### src/rtl/sum_window_accum.sv
// sum_window_accum: sums a programmable window of adder results and hands the total
// to a valid/ready sink. Define SUM_ACC_SAT_EN to saturate on overflow instead of wrapping.
module sum_window_accum #(
  parameter int IN_W  = 9,
  parameter int ACC_W = 16,
  parameter int CNT_W = 8
) (
  input  logic             clk,
  input  logic             rst_n,
  input  logic             clear,
  input  logic [CNT_W-1:0] win_len,
  input  logic             in_valid,
  output logic             in_ready,
  input  logic [IN_W-1:0]  sum_in,
  output logic             out_valid,
  input  logic             out_ready,
  output logic [ACC_W-1:0] acc_out,
  output logic             ovf_out
);

  typedef enum logic [1:0] {
    ST_IDLE  = 2'd0,
    ST_ACCUM = 2'd1,
    ST_HOLD  = 2'd2
  } state_t;

  state_t           state_r, state_s;
  logic [CNT_W-1:0] len_r, len_s;
  logic [CNT_W-1:0] cnt_r, cnt_s;
  logic [ACC_W-1:0] acc_r, acc_s;
  logic             ovf_r, ovf_s;
  logic             out_valid_r, out_valid_s;
  logic [ACC_W-1:0] acc_out_r, acc_out_s;
  logic             ovf_out_r, ovf_out_s;

  logic             in_ready_s;
  logic             beat_s;
  logic             take_s;
  logic             last_s;
  logic             first_one_s;
  logic [CNT_W-1:0] first_len_s;
  logic [ACC_W-1:0] beat_ext_s;
  logic [ACC_W:0]   step_s;

  // Returns {carry, new_acc}; with saturation the sum pins at all-ones once it carries.
  function automatic logic [ACC_W:0] acc_step(input logic [ACC_W-1:0] acc,
                                              input logic [ACC_W-1:0] addend);
    logic [ACC_W:0] raw;
    raw = {1'b0, acc} + {1'b0, addend};
`ifdef SUM_ACC_SAT_EN
    if (raw[ACC_W]) begin
      acc_step = {1'b1, {ACC_W{1'b1}}};
    end else begin
      acc_step = raw;
    end
`else
    acc_step = raw;
`endif
  endfunction

  assign beat_s      = in_valid && in_ready_s;
  assign take_s      = out_valid_r && out_ready;
  assign first_len_s = (win_len == {CNT_W{1'b0}}) ? CNT_W'(1) : win_len;
  assign first_one_s = (first_len_s == CNT_W'(1));
  assign beat_ext_s  = ACC_W'(sum_in);
  assign step_s      = acc_step(acc_r, beat_ext_s);
  assign last_s      = (({1'b0, cnt_r} + (CNT_W+1)'(1)) == {1'b0, len_r});

  // Next-state and datapath update; a beat in IDLE or HOLD always opens a new window.
  always_comb begin
    state_s     = state_r;
    len_s       = len_r;
    cnt_s       = cnt_r;
    acc_s       = acc_r;
    ovf_s       = ovf_r;
    out_valid_s = out_valid_r;
    acc_out_s   = acc_out_r;
    ovf_out_s   = ovf_out_r;
    if (clear) begin
      state_s     = ST_IDLE;
      cnt_s       = {CNT_W{1'b0}};
      acc_s       = {ACC_W{1'b0}};
      ovf_s       = 1'b0;
      out_valid_s = 1'b0;
      acc_out_s   = {ACC_W{1'b0}};
      ovf_out_s   = 1'b0;
    end else begin
      case (state_r)
        ST_IDLE, ST_HOLD: begin
          if (beat_s) begin
            len_s       = first_len_s;
            cnt_s       = CNT_W'(1);
            acc_s       = beat_ext_s;
            ovf_s       = 1'b0;
            out_valid_s = first_one_s;
            if (first_one_s) begin
              state_s   = ST_HOLD;
              acc_out_s = beat_ext_s;
              ovf_out_s = 1'b0;
            end else begin
              state_s   = ST_ACCUM;
            end
          end else if (take_s) begin
            state_s     = ST_IDLE;
            out_valid_s = 1'b0;
          end else begin
            state_s     = state_r;
          end
        end
        ST_ACCUM: begin
          if (beat_s) begin
            acc_s = step_s[ACC_W-1:0];
            ovf_s = ovf_r | step_s[ACC_W];
            cnt_s = cnt_r + CNT_W'(1);
            if (last_s) begin
              state_s     = ST_HOLD;
              out_valid_s = 1'b1;
              acc_out_s   = step_s[ACC_W-1:0];
              ovf_out_s   = ovf_r | step_s[ACC_W];
            end else begin
              state_s     = ST_ACCUM;
            end
          end else begin
            state_s = ST_ACCUM;
          end
        end
        default: begin
          state_s     = ST_IDLE;
          cnt_s       = {CNT_W{1'b0}};
          acc_s       = {ACC_W{1'b0}};
          ovf_s       = 1'b0;
          out_valid_s = 1'b0;
        end
      endcase
    end
  end

  // State register.
  always_ff @(posedge clk or negedge rst_n) begin
    if (!rst_n) begin
      state_r <= ST_IDLE;
    end else begin
      state_r <= state_s;
    end
  end

  // Window and result registers; reset drops any partial window and pending result.
  always_ff @(posedge clk or negedge rst_n) begin
    if (!rst_n) begin
      len_r       <= CNT_W'(1);
      cnt_r       <= {CNT_W{1'b0}};
      acc_r       <= {ACC_W{1'b0}};
      ovf_r       <= 1'b0;
      out_valid_r <= 1'b0;
      acc_out_r   <= {ACC_W{1'b0}};
      ovf_out_r   <= 1'b0;
    end else begin
      len_r       <= len_s;
      cnt_r       <= cnt_s;
      acc_r       <= acc_s;
      ovf_r       <= ovf_s;
      out_valid_r <= out_valid_s;
      acc_out_r   <= acc_out_s;
      ovf_out_r   <= ovf_out_s;
    end
  end

  // Output decode; a result taken this cycle frees the block for a new beat.
  always_comb begin
    in_ready_s = !out_valid_r || out_ready;
  end

  assign in_ready  = in_ready_s;
  assign out_valid = out_valid_r;
  assign acc_out   = acc_out_r;
  assign ovf_out   = ovf_out_r;

endmodule
### config.mk
export PLATFORM = sky130hd
export DESIGN_NAME = sum_window_accum
export DESIGN_NICKNAME = d
export VERILOG_FILES = /design/src/rtl/sum_window_accum.sv
export SDC_FILE = /design/constraint.sdc
export NUM_CORES = 1
export LEC_CHECK = 0
export BUFFER_PORTS_ARGS = -buffer_cell sky130_fd_sc_hd__buf_4
export CAP_MARGIN = 30
export CELL_PAD_IN_SITES_DETAIL_PLACEMENT = 1
export CELL_PAD_IN_SITES_GLOBAL_PLACEMENT = 1
export CORE_MARGIN = 3
export CORE_UTILIZATION = 40
export DETAILED_ROUTE_END_ITERATION = 12
export MAX_ROUTING_LAYER = met4
export PLACE_DENSITY_LB_ADDON = 0.1
export SYNTH_ARGS = -nofsm -noshare
export SYNTH_HDL_FRONTEND = slang
export SYNTH_SLANG_ARGS = --single-unit
export TNS_END_PERCENT = 10
### constraint.sdc
create_clock -name clk -period 2.15 [get_ports clk]
set_clock_uncertainty 0.05 [all_clocks]
set_input_delay 0.3225 -clock clk [delete_from_list [all_inputs] [get_ports clk]]
set_output_delay 0.3225 -clock clk [all_outputs]
set_load 0.02 [all_outputs]
==> qor.csv <==
stage,metric,value,unit
drt,drt pass-1 iters,4,
timing,Final setup violation count,20,
critical_path,cell family with the largest share of critical-path delay,adder cells,
critical_path,Crit path depth,8,
clocking,worst-skew pair later-pin latency,320,ps
clocking,root buf cell,clkbuf_8,
drt,Initial DRC Count,87,
drt,# DRC,0,
critical_path,slowest CP cell,dfrtp_1,
synthesis,synth unique cells,60,
pwr,switching power,0.000983,W
die,row count,32,
cells_and_area,final core utilization,56.9,%
timing,fmax,0.428,GHz
timing,setup TNS,-1570,ps
clocking,CTS tree,yes,
die,Die ar.,9240,um2
cells_and_area,final instance area,4440,um2
pwr,combinational power share,34.1,%
global_routing,aggregate global routing overflow,0,
global_routing,total track usage,23.1,%
pwr,Pint,0.00194,W
cells_and_area,post-layout net count,473,
placement,Final HPWL DP,7.26,mm
pwr,PD cells,657,nW/um2
synthesis,"EDFF count, synth",0,
placement,DP Area,4090,um2
synthesis,syn_nets,378,
global_routing,antenna violations before repair,0,
placement,PortBufs,40,
critical_path,CP max stage delay,420,ps
clocking,Clock Path Buffers,2,
cells_and_area,"most common cell after layout, fill and taps aside",buf_4,
die,Initial Util,41.6,%
drt,Routed WL,10.2,mm
cells_and_area,layout cells sized above 1,36.3,%
critical_path,CP Data Arrival Time,2510,ps
synthesis,sequential share of the synthesized area,40.8,%
global_routing,vias in the first global route,3337,
critical_path,crit-path cells,ha_4 -> fa_2 -> a21o_1 -> nand4_1 -> nand2_1 -> xor2_2 -> mux2_4 -> a32o_1,
cells_and_area,"commonest cells after routing, fill and taps aside","buf_4, dfrtp_1, nand2_1",
synthesis,synth warn,0,
synthesis,area of the mapped netlist,3250,um2
global_routing,first-pass GRT wire length,16.2,mm
critical_path,critical path endpoint category,flop,
die,Die Wd,96.1,um
clocking,CTS H-Tree Depth,2,
timing,RSZ-0062 raised after global routing,true,
synthesis,count of state elements after synthesis,53,
drt,Vias per Instance,5.75,
die,io pins,41,
drt,WL/cell,18.8,um
cells_and_area,"Area growth, synth to finish",36.7,%
critical_path,R2R depth,8,
synthesis,Mean Syn Cell Area,9.42,um2
clocking,# hold bufs at CTS,0,
critical_path,Critical Path RT,2320,ps
pwr,sequential share of power,39.9,%
timing,Final Cycle Share,109,%
die,core area,7810,um2
placement,Place WS,-331,ps
cells_and_area,Non-Filler Instances,543,
critical_path,Critical path buffers and inverters,0,
timing,fin. max-slew vios,0,
die,Die Ht,96.1,um
placement,RePlAce Congestion,0.868,
status,status,"complete, but fails checks",
clocking,CTS Buf Count,5,
pwr,Sw Share,33.7,%
placement,Inst Count DP,529,
status,failing checks,negative setup slack,
critical_path,largest fanout on the critical path,3,
synthesis,ys async rst share,100,%
timing,Final Critical Period,2340,ps
timing,Final Hold Viols,0,
timing,relative slew slack,52.1,%
clocking,"CTS clk-pin slew, worst paths",110,ps
min_path,Worst Hold Class,input pin to async pin,
cells_and_area,diode count,0,
clocking,clock sinks,53,
drt,Vias,3122,
run,Max Cap Viol,0,
synthesis,ys flop type,dfrtp_1,
synthesis,Post-Syn Instances,345,
timing,post-route worst setup slack,-188,ps
pwr,leakage power,1.98,nW
pwr,clock group share of total power,26.1,%
pwr,Max rail drop VDD,0.297,mV
critical_path,CP Class,flop to flop,
critical_path,crit path launch type,flop,
global_routing,largest net degree at the start of global routing,54,
drt,Antenna Nets Post-Route,0,
timing,slew at the pin closest to its max-slew limit,718,ps
==> cell families after synthesis <==
| family | Yosys count | share of synthesized area (%) |
|---|---|---|
| simple gates | 89 | 13.8 |
| flops | 53 | 40.8 |
| fa+ha+maj | 11 | 4.46 |
| mux | 9 | 3.08 |
| buf+inv | 29 | 3.96 |
| compound gates | 131 | 27.7 |
| xor+xnor | 23 | 6.20 |
==> power groups by stage <==
stage                     Clock [W]  Combinational, W  Sequential (W)
after CTS                  0.000766          0.000933         0.00116
after floorplan                   0          0.000545         0.00116
after global routing       0.000809           0.00109         0.00118
final                      0.000761          0.000994         0.00116
after detailed placement          0          0.000871         0.00118
after global placement            0          0.000846         0.00117
==> path summary, 6_finish.rpt <==
check	start	endpoint	slack, ps
worst min-delay path	rst_n	ovf_out	6
min in group clk	win_len[7]	len_r[7]	200
worst min register to register	len_r[0]	len_r[0]	450
max in group asynchronous	rst_n	acc_r[0]	1580
worst max register to register	acc_r[0]	acc_out[6]	-190
worst max-delay path	acc_r[0]	acc_out[6]	-190
==> area by class of cell <==
class	instances	area, um2
inverter	12	45.0
clock inverter	2	37.5
sequential	53	1330
clock buffer	6	82.6
timing repair buffer	105	805
tap	102	128
fill	870	3360
multi-input combinational	263	2020
==> worst register-to-register path: stages (launching register included) <==
cell     delay, ps
dfrtp_1        420
ha_4           180
fa_2           370
a21o_1         210
nand4_1        170
nand2_1        120
xor2_2         200
mux2_4         270
a32o_1         250
==> stage by stage <==
stage	hold WS (ps)	power, W
after global routing	45.9	0.00308
after floorplan	-23.1	0.00170
final	6.38	0.00292
after global placement	369	0.00202
after detailed placement	379	0.00205
after CTS	26.1	0.00286
==> what timing repair did <==
item                                    CTS  global route
gates resized for setup                  24            17
buffers inserted                          2             4
endpoints found under the setup margin   27            28
pin swaps                                14             7
==> metal layers <==
layer	vias up	share of wire [%]	wire length [um]	GRT usage, %
met5	-	0	0	-
met4	0	2.1	213	6.40
met3	18	2.7	277	2.89
met2	51	52	5350	40.5
met1	1579	43	4370	27.9
li1	1474	-	-	-
==> cells in the mapped netlist, types with 2 or more instances <==
| master | number | area [um2] |
|---|---|---|
| nand2b_1 | 3 | 18.8 |
| o211a_1 | 2 | 20.0 |
| nand3_1 | 8 | 40.0 |
| o2bb2ai_1 | 7 | 61.3 |
| or3_1 | 9 | 56.3 |
| a31oi_1 | 4 | 25.0 |
| nand2_1 | 28 | 105 |
| or2_2 | 2 | 12.5 |
| a22o_1 | 9 | 78.8 |
| xor2_1 | 8 | 70.1 |
| nor4_2 | 2 | 25.0 |
| nor2_1 | 20 | 75.1 |
| o21ai_0 | 33 | 165 |
| nand4_1 | 3 | 18.8 |
| a21o_1 | 6 | 45.0 |
| a21oi_1 | 24 | 120 |
| a32o_1 | 5 | 50.1 |
| o2111ai_1 | 3 | 26.3 |
| inv_1 | 11 | 41.3 |
| a22oi_1 | 4 | 30.0 |
| nor3_1 | 5 | 25.0 |
| o311ai_0 | 2 | 17.5 |
| dfrtp_1 | 52 | 1300 |
| o31ai_1 | 2 | 15.0 |
| o21a_1 | 4 | 30.0 |
| o22ai_1 | 2 | 12.5 |
| buf_6 | 2 | 22.5 |
| xnor2_1 | 15 | 131 |
| o21ai_1 | 4 | 20.0 |
| clkbuf_1 | 12 | 45.0 |
| o211ai_1 | 4 | 30.0 |
| mux2_2 | 8 | 90.1 |
| and3_1 | 2 | 12.5 |
| a211oi_1 | 5 | 37.5 |
| ha_1 | 10 | 125 |
==> state kept, by name, indices dropped and copies added (netlist names) <==
name       cells
ovf_out        1
acc_r         16
len_r          8
ovf_r          1
out_valid      1
cnt_r          8
acc_out       16
state_r        2
No activity file was read; power rests on OpenSTA's default activity.
